$ cat config.mk
export PLATFORM = sky130hd
export DESIGN_NAME = fetch_unit
export DESIGN_NICKNAME = d
export VERILOG_FILES = /design/src/rtl/fetch_unit_pkg.sv /design/src/rtl/fetch_unit_branch_eval.sv /design/src/rtl/fetch_unit.sv
export SDC_FILE = /design/constraint.sdc
export NUM_CORES = 1
export LEC_CHECK = 0
export ABC_AREA = 1
export CORE_MARGIN = 3
export CORE_UTILIZATION = 48
export DETAILED_ROUTE_END_ITERATION = 16
export GPL_TIMING_DRIVEN = 0
export HOLD_SLACK_MARGIN = 0.08
export PLACE_DENSITY = 0.78
export SLEW_MARGIN = 15
export SYNTH_ARGS = -nofsm -noshare
export SYNTH_HDL_FRONTEND = slang
export SYNTH_HIERARCHICAL = 1
export SYNTH_SLANG_ARGS = --single-unit
$ cat constraint.sdc
create_clock -name clk -period 2.1 [get_ports clk]
set_input_delay 0.315 -clock clk [delete_from_list [all_inputs] [get_ports clk]]
set_output_delay 0.315 -clock clk [all_outputs]
set_load 0.03 [all_outputs]
$ cat src/rtl/fetch_unit_pkg.sv
// fetch_unit_pkg
// Shared definitions for the fetch/sequencing stage: FSM state encoding,
// the branch opcode and the branch condition codes, plus a small decode
// helper used by the top level.
package fetch_unit_pkg;

  typedef enum logic [2:0] {
    ST_IDLE,
    ST_FETCH,
    ST_WAIT,
    ST_DECODE,
    ST_ISSUE,
    ST_EXEC,
    ST_HALT
  } state_e;

  localparam logic [1:0] OP_BRANCH   = 2'b11;

  localparam logic [1:0] COND_ALWAYS = 2'b00;
  localparam logic [1:0] COND_ZERO   = 2'b01;
  localparam logic [1:0] COND_NZERO  = 2'b10;
  localparam logic [1:0] COND_HALT   = 2'b11;

  // Branch/halt words are resolved in the fetch unit and never reach the core.
  function automatic logic is_branch(input logic [15:0] word);
    return word[1:0] == OP_BRANCH;
  endfunction

endpackage

$ cat src/rtl/fetch_unit_branch_eval.sv
// branch_eval
// Purely combinational branch resolution. Given the condition code, the
// branch target, the current pc and the core result bus, produces the pc
// to continue from and a halt flag.
// Ports:
//   cond    - branch condition code (instruction bits [3:2])
//   target  - branch target address
//   pc      - current program counter
//   d_out   - core result bus, the value tested by conditional branches
//   next_pc - pc to fetch next (target when taken, pc+1 otherwise, pc on halt)
//   halt    - high when the condition code is the halt code
module branch_eval
  import fetch_unit_pkg::*;
#(
  parameter int ADDR_W = 8
) (
  input  logic [1:0]        cond,
  input  logic [ADDR_W-1:0] target,
  input  logic [ADDR_W-1:0] pc,
  input  logic [15:0]       d_out,
  output logic [ADDR_W-1:0] next_pc,
  output logic              halt
);

  logic [ADDR_W-1:0] pc_inc;

  // pc+1 wraps naturally at 2^ADDR_W.
  assign pc_inc = pc + 1'b1;

  always_comb begin
    halt    = 1'b0;
    next_pc = pc_inc;
    case (cond)
      COND_ALWAYS: next_pc = target;
      COND_ZERO:   if (d_out == 16'd0) next_pc = target;
      COND_NZERO:  if (d_out != 16'd0) next_pc = target;
      COND_HALT: begin
        halt    = 1'b1;
        next_pc = pc;
      end
      default:     next_pc = pc_inc;
    endcase
  end

endmodule

$ cat src/rtl/fetch_unit.sv
// fetch_unit
// Instruction fetch and sequencing stage in front of the bitty core. Owns
// the program counter, reads 16-bit words from a synchronous instruction
// memory, resolves branch/halt words locally and hands every other word to
// the core with a one-cycle run pulse, then waits for the core's done.
// Ports:
//   clk, reset           - clock, asynchronous active-low reset
//   start                - level; leaves IDLE and begins fetching at pc
//   mem_rd_en, mem_addr  - instruction memory read strobe and address
//   mem_rdata            - instruction word, valid one cycle after mem_rd_en
//   d_instr              - instruction presented to the core
//   run                  - one-cycle start pulse to the core
//   done                 - core completion pulse (honoured only in EXEC)
//   d_out                - core result bus, tested by conditional branches
//   pc                   - current program counter
//   busy                 - high in every state except IDLE and HALT
//   halted               - high in HALT
//   retired              - instructions completed (core plus branches)
module fetch_unit
  import fetch_unit_pkg::*;
#(
  parameter int ADDR_W  = 8,
  parameter int MEM_LAT = 1
) (
  input  logic              clk,
  input  logic              reset,
  input  logic              start,
  output logic              mem_rd_en,
  output logic [ADDR_W-1:0] mem_addr,
  input  logic [15:0]       mem_rdata,
  output logic [15:0]       d_instr,
  output logic              run,
  input  logic              done,
  input  logic [15:0]       d_out,
  output logic [ADDR_W-1:0] pc,
  output logic              busy,
  output logic              halted,
  output logic [15:0]       retired
);

  // The WAIT state assumes exactly one cycle of memory read latency.
  if (MEM_LAT != 1) begin : g_mem_lat_check
    $error("fetch_unit only supports MEM_LAT == 1");
  end

  state_e            state_q, state_d;
  logic [ADDR_W-1:0] pc_q, pc_d;
  logic [15:0]       instr_q, instr_d;
  logic [15:0]       retired_q, retired_d;

  logic [ADDR_W-1:0] br_next_pc;
  logic              br_halt;

  branch_eval #(
    .ADDR_W (ADDR_W)
  ) u_branch_eval (
    .cond    (instr_q[3:2]),
    .target  (instr_q[ADDR_W+3:4]),
    .pc      (pc_q),
    .d_out   (d_out),
    .next_pc (br_next_pc),
    .halt    (br_halt)
  );

  always_ff @(posedge clk or negedge reset) begin
    if (!reset) begin
      state_q   <= ST_IDLE;
      pc_q      <= '0;
      instr_q   <= '0;
      retired_q <= '0;
    end else begin
      state_q   <= state_d;
      pc_q      <= pc_d;
      instr_q   <= instr_d;
      retired_q <= retired_d;
    end
  end

  // Next state plus the pc / instruction / retired-count updates that go
  // with each transition.
  always_comb begin
    state_d   = state_q;
    pc_d      = pc_q;
    instr_d   = instr_q;
    retired_d = retired_q;
    case (state_q)
      ST_IDLE:   if (start) state_d = ST_FETCH;
      ST_FETCH:  state_d = ST_WAIT;
      ST_WAIT: begin
        instr_d = mem_rdata;
        state_d = ST_DECODE;
      end
      ST_DECODE: begin
        if (is_branch(instr_q)) begin
          // Halt leaves pc and retired untouched.
          if (br_halt) begin
            state_d = ST_HALT;
          end else begin
            pc_d      = br_next_pc;
            retired_d = retired_q + 16'd1;
            state_d   = ST_FETCH;
          end
        end else begin
          state_d = ST_ISSUE;
        end
      end
      // done arriving in the run cycle is deliberately not looked at here.
      ST_ISSUE:  state_d = ST_EXEC;
      ST_EXEC: begin
        if (done) begin
          pc_d      = pc_q + 1'b1;
          retired_d = retired_q + 16'd1;
          state_d   = ST_FETCH;
        end
      end
      ST_HALT:   state_d = ST_HALT;
      default:   state_d = ST_IDLE;
    endcase
  end

  always_comb begin
    mem_rd_en = (state_q == ST_FETCH);
    mem_addr  = (state_q == ST_FETCH) ? pc_q : '0;
    run       = (state_q == ST_ISSUE);
    busy      = !(state_q inside {ST_IDLE, ST_HALT});
    halted    = (state_q == ST_HALT);
  end

  assign d_instr = instr_q;
  assign pc      = pc_q;
  assign retired = retired_q;

endmodule

=== Word level (Yosys, flattened, before mapping) ===
Cells that the tools add are included.

* Input port bits: 36
* Output and inout port bits: 52
* Logic and storage cells: 49
* Register bits: 43

* Eq/ne operators: 15
* Reductions and logical operators: 10
* Muxes and demuxes: 18
* Add/sub/neg operators: 2

{| class="wikitable"
|+ Operators by type and width
! operator !! number
|-
| 2-to-1 mux 16 bit || 3
|-
| 2-to-1 mux 8 bit || 6
|-
| one-hot mux 16 bit (2 select lines) || 1
|-
| one-hot mux 8 bit (3 select lines) || 1
|-
| one-hot mux 3 bit (7 select lines) || 1
|-
| adder 16 x 1 -> 16 bit, second input constant || 1
|-
| logical NOT 16 bit || 1
|-
| one-hot mux 8 bit (2 select lines) || 1
|-
| nonzero test 16 bit || 1
|-
| 2-to-1 mux 3 bit || 4
|-
| != test 2 bit, second input constant || 5
|-
| == test 3 bit, second input constant || 3
|-
| adder 8 x 1 -> 8 bit, second input constant || 1
|-
| == test 2 bit, second input constant || 3
|-
| == test 3 x 2 -> 1 bit, second input constant || 2
|-
| AND reduction 5 bit || 1
|-
| AND reduction 4 bit || 1
|-
| nonzero test 2 bit || 2
|-
| == test 3 x 1 -> 1 bit, second input constant || 1
|-
| logical NOT 3 bit || 1
|-
| == test 2 x 1 -> 1 bit, second input constant || 1
|-
| logical NOT 2 bit || 1
|-
| AND reduction 2 bit || 1
|-
| logical NOT 1 bit || 1
|-
| 2-to-1 mux 1 bit || 1
|}

=== Logic depth before layout (Yosys ltp) ===
* Word-level depth: 6
* Depth in mapped cells: 13
* Mapped depth without buffers: 13

=== Cells and area by module ===
The synthesis kept the hierarchy.

{| class="wikitable"
|+ By module, submodules not included
! module !! instances !! seq. area each (sq um) !! area each (sq um) !! cells an instance
|-
| fetch_unit || 1 || 1076.0 || 2357.3 || 298
|-
| branch_eval || 1 || 0.0 || 639.4 || 127
|}

=== Worst setup path after synthesis ===
OpenSTA, ideal clock, no wires.

* Kind: reg2reg
* Start: register pc_q[0], in the netlist pc[0]
* End: register pc_q[4], in the netlist pc[4]
* Library setup time: 0.118 ns
* Slack: 0.292 ns
* Required time: 1.982 ns
* Path buffers: 0
* Stages on the path, launching flop included: 9
* Clock period less this slack: 1.808 ns
* Data arrival time: 1.690 ns
* Cells stage by stage: dfrtp_1 -> ha_1 -> nand3_1 -> xnor2_1 -> nand2_1 -> nand3_2 -> or2_2 -> nand3_1 -> nand2_1

* Cells in the longest elaborated chain, start to end: 6
* Elaborated cells on any way between the ends: 8
* Classes of those cells: add/sub: 1; mux: 7

{| class="wikitable"
|+ RTL lines
! element !! line !! text
|-
| from (decl) || fetch_unit.sv:47 || <nowiki>logic [ADDR_W-1:0] pc_q, pc_d;</nowiki>
|-
| from (signal assigned) || fetch_unit.sv:73 || <nowiki>pc_q <= pc_d;</nowiki>
|-
| adder 8 x 1 -> 8 bit * || fetch_unit_branch_eval.sv:28 || <nowiki>assign pc_inc = pc + 1'b1;</nowiki>
|-
| 2-to-1 mux 8 bit, on equally long branches || fetch_unit_branch_eval.sv:36, fetch_unit_branch_eval.sv:35 ||
|-
| one-hot mux 8 bit (3 select lines) * || fetch_unit_branch_eval.sv:33 || <nowiki>case (cond)</nowiki>
|-
| net br_next_pc[4] || fetch_unit.sv:51 || <nowiki>logic [ADDR_W-1:0] br_next_pc;</nowiki>
|-
| 2-to-1 mux 8 bit * || fetch_unit.sv:96 || <nowiki>if (br_halt) begin</nowiki>
|-
| 2-to-1 mux 8 bit * || fetch_unit.sv:94 || <nowiki>if (is_branch(instr_q)) begin</nowiki>
|-
| one-hot mux 8 bit (2 select lines) * || fetch_unit.sv:86 || <nowiki>case (state_q)</nowiki>
|}

Mark *: on every way through the listed nets, which the timed path passes. The rest lies on a longest branch. The select of a mux whose other input is x is not followed.
A chain may end at the register's enable or synchronous reset.

=== Worst setup path in the final report ===
* Start: register pc_q[2], in the netlist pc[2]
* End: output port pc[2]

{| class="wikitable"
|+ RTL lines
! element !! line !! text
|-
| to (decl) || fetch_unit.sv:35 || <nowiki>output logic [ADDR_W-1:0] pc,</nowiki>
|}

No word-level cell between the ends.

==> metrics <==
outcome complete, no violations; fin crit period 2.00 ns; Worst-Margin Slew 0.502 ns; Post-Synthesis Net Count 464; compound-gate portion of the synthesized area 3.34%; fraction of synthesis flops using an asynchronous set or reset pin 100%; row count 28; first-pass iteration count of the detailed router 4; Clock Root Buffer clkbuf_8; number of antenna diodes 0; Post-synth top cells nand2_1, nor2_1, dfrtp_1; chip width 85.0 microns; post-synthesis xor/xnor area fraction 2.92%; Crit. End Element output port; largest family of logic cells by synthesized area simple AND/OR/NAND/NOR gates; buffers from clock root to sink, at most 2; setup slack at placement -0.0317 ns; mux share of post-synthesis cell area 6.01%; area share of the largest cell type after synthesis 35.9%; type of the worst setup path reg2out; remaining number of nets flagged by the antenna check after routing 0; pins over their slew limit 0; worst reg-to-reg setup slack 0.25 ns; Slew Limit Headroom 66.5%; global placement routability congestion 0.854; area after detailed placement 3980 sq um; routed vias 3086; Avg WL per Cell 13.1 microns; die height 85.0 microns; CTS H-tree lvls 2; Post-layout nets 560; total power 5.69 mW; type of the tightest min-delay check reg2reg; startpoint of the most critical register-to-register path d_instr[2]$_DFFE_PN0P_; CP required 1.78 ns; upper clock frequency limit 501 MHz; Synth Flop Type dfrtp_1; post-synthesis area per instance 7.05 sq um; clock slew at the register clock pins of the worst setup and hold paths 0.08 ns; synthesized flop and latch total 43; worst hold path endpoint d_instr[14]$_DFFE_PN0P_; Remaining DRCs 0; total track usage 22.4%; via count of the first global-routing pass 2853; post-CTS setup repair buffer count 0; per-cell via count in the routed design 5.17; Finished Cell Area 4100 sq um; antenna violations before repair 0; post-synthesis instance area 3000 sq um; number of buffer cells added on primary ports 87; largest fanout on the critical path 13; portion of the clock cycle consumed by the worst path in the final layout 95.1%; final number of hold-violating endpoints 0; sequential share of the synthesized area 35.9%; number of cells produced by synthesis 425; power density relative to cell area 1390 nW/um^2; unrepaired setup endpoints after global routing no; grt total ovfl 0; maximum number of pins on one net before global-route repair 25; number of primary I/O pins 88; worst supply voltage drop on vdd 0.949 mV; fraction of the mapped netlist area in simple logic gates 42.7%; area leader, netlist dfrtp_1; total core area 5990 sq um; Worst Setup Start Kind flip-flop; Clock Sinks 43; Fin Clk Skew 0.00188 ns; fill cell total of the finished layout 532; top-count cell post-synth nand2_1; number of buffers added by the clock tree synthesis step 5; count of synthesis-stage warnings from yosys 6; synthesized-area fraction occupied by adder cells 1.25%; Final WS setup 0.102 ns; reg2reg end pc[7]$_DFFE_PN0P_; first-pass GRT wire length 13400 microns; r2r worst-path depth 9; unique cell type count in the Yosys netlist 33; CP top delay family buffers and inverters; fraction of layout cells with a size suffix above 1 12.3%; number of flops mapped to enable cells by yosys 0; hold wc startpoint d_instr[14]$_DFFE_PN0P_; largest stage delay on the critical path 0.78 ns; hold slack final 0.509 ns; effective utilization at floorplan 50.0%; Hold Path Depth 1; relative area change from synthesis to final layout 36.7%; total length of routed wires 7830 microns; biggest area contributors in the synthesized netlist dfrtp_1, nand2_1, nor2_1; maximum capacitance violations 0; sum of net half-perimeters after detailed placement 6000 microns; Final setup viols 0; initial drt markers 189; cell with the largest stage delay on the worst path clkdlybuf4s50_1; Data arrival, critical path 1.68 ns; CTS tree yes; static leakage power 1.92 nW; Clk Latency, worst-skew pair 0.29 ns; Die Outline Area 7230 sq um; Buf/Inv on CP 1; post-route setup TNS 0 ns; critical-path cell list clkdlybuf4s50_1
==> layout by cell type (no fill, tap or decap), types with 4 or more instances in the layout <==
cell type / instances
inv_1: 42
or2_2: 6
nor2_4: 4
nand3_1: 35
nand3b_1: 4
nand4_1: 8
nand2_1: 154
mux2_2: 16
clkdlybuf4s50_1: 74
clkbuf_8: 7
dfrtp_1: 43
o21ai_0: 15
nand3_2: 5
nor2_1: 51
xor2_1: 7
==> per-layer routing <==
metal | share of wire, % | global-route usage, % | up-vias
met3 | 6.2 | 3.30 | 6
met2 | 48 | 36.1 | 91
met4 | 0.91 | 4.75 | 0
met1 | 45 | 32.2 | 1456
met5 | 0 | 0 | -
li1 | - | - | 1533
==> worst max path at each step <==
| stage | from | endpoint | slack (ns) | cells after the start |
|---|---|---|---|---|
| 2_1_floorplan | pc[0]$_DFFE_PN0P_ | pc[4]$_DFFE_PN0P_ | 0.29 | 8 |
| 3_3_place_gp | reset | d_instr[11]$_DFFE_PN0P_ | -0.50 | 1 |
| 3_5_place_dp | d_out[5] | pc[5]$_DFFE_PN0P_ | -0.03 | 12 |
| 4_1_cts | state_q[0]$_DFFE_PN0P_ | mem_addr[7] | 0.003 | 5 |
| 5_1_grt | state_q[0]$_DFFE_PN0P_ | mem_addr[7] | 0.005 | 5 |
| 6_report | pc[2]$_DFFE_PN0P_ | pc[2] | 0.10 | 1 |
==> final cells by class <==
type                            count  area, sq um  area share (%)
Sequential cell                    43         1080            26.3
Tap cell                           75         93.8            2.29
Clock buffer                        8          100            2.44
Multi-Input combinational cell    329         1690            41.2
Timing Repair Buffer               89          903            22.1
Inverter                           46          173            4.22
Buffer                              7         62.6            1.53
==> stage by stage <==
step           util (%)  std cells
4_1_cts            68.2        597
5_1_grt            68.4        597
2_1_floorplan         -        425
3_3_place_gp       66.1        587
6_report           68.4        597
3_5_place_dp       66.4        588
==> logic make-up after synthesis <==
group                      after synthesis
AOI/OAI and AO/OA                       19
adders and majority gates                3
DFF                                     43
xor gates and xnor gates                10
buffers and inverters                   53
and+or+nand+nor                        281
muxes                                   16
==> flip-flops by register name, indices dropped and copies added, names as in the netlist <==
register  count
d_instr      16
pc            8
retired      16
state_q       3
==> where the power goes <==
| part | switching [mW] | internal, mW |
|---|---|---|
| logic | 2.03 | 1.47 |
| registers | 0.459 | 1.15 |
| clock network | 0.275 | 0.300 |
| total | 2.77 | 2.92 |
==> repair_timing <==
| action | 4_1_cts | 5_1_grt |
|---|---|---|
| setup endpoints to repair | 9 | 12 |
| hold buffers | 1 | 0 |
| resized for setup | 17 | 5 |
| endpoints found under the hold margin | 19 | 0 |
| pin swaps | 0 | 0 |
Note: power is estimated with default switching activity, not from simulation.
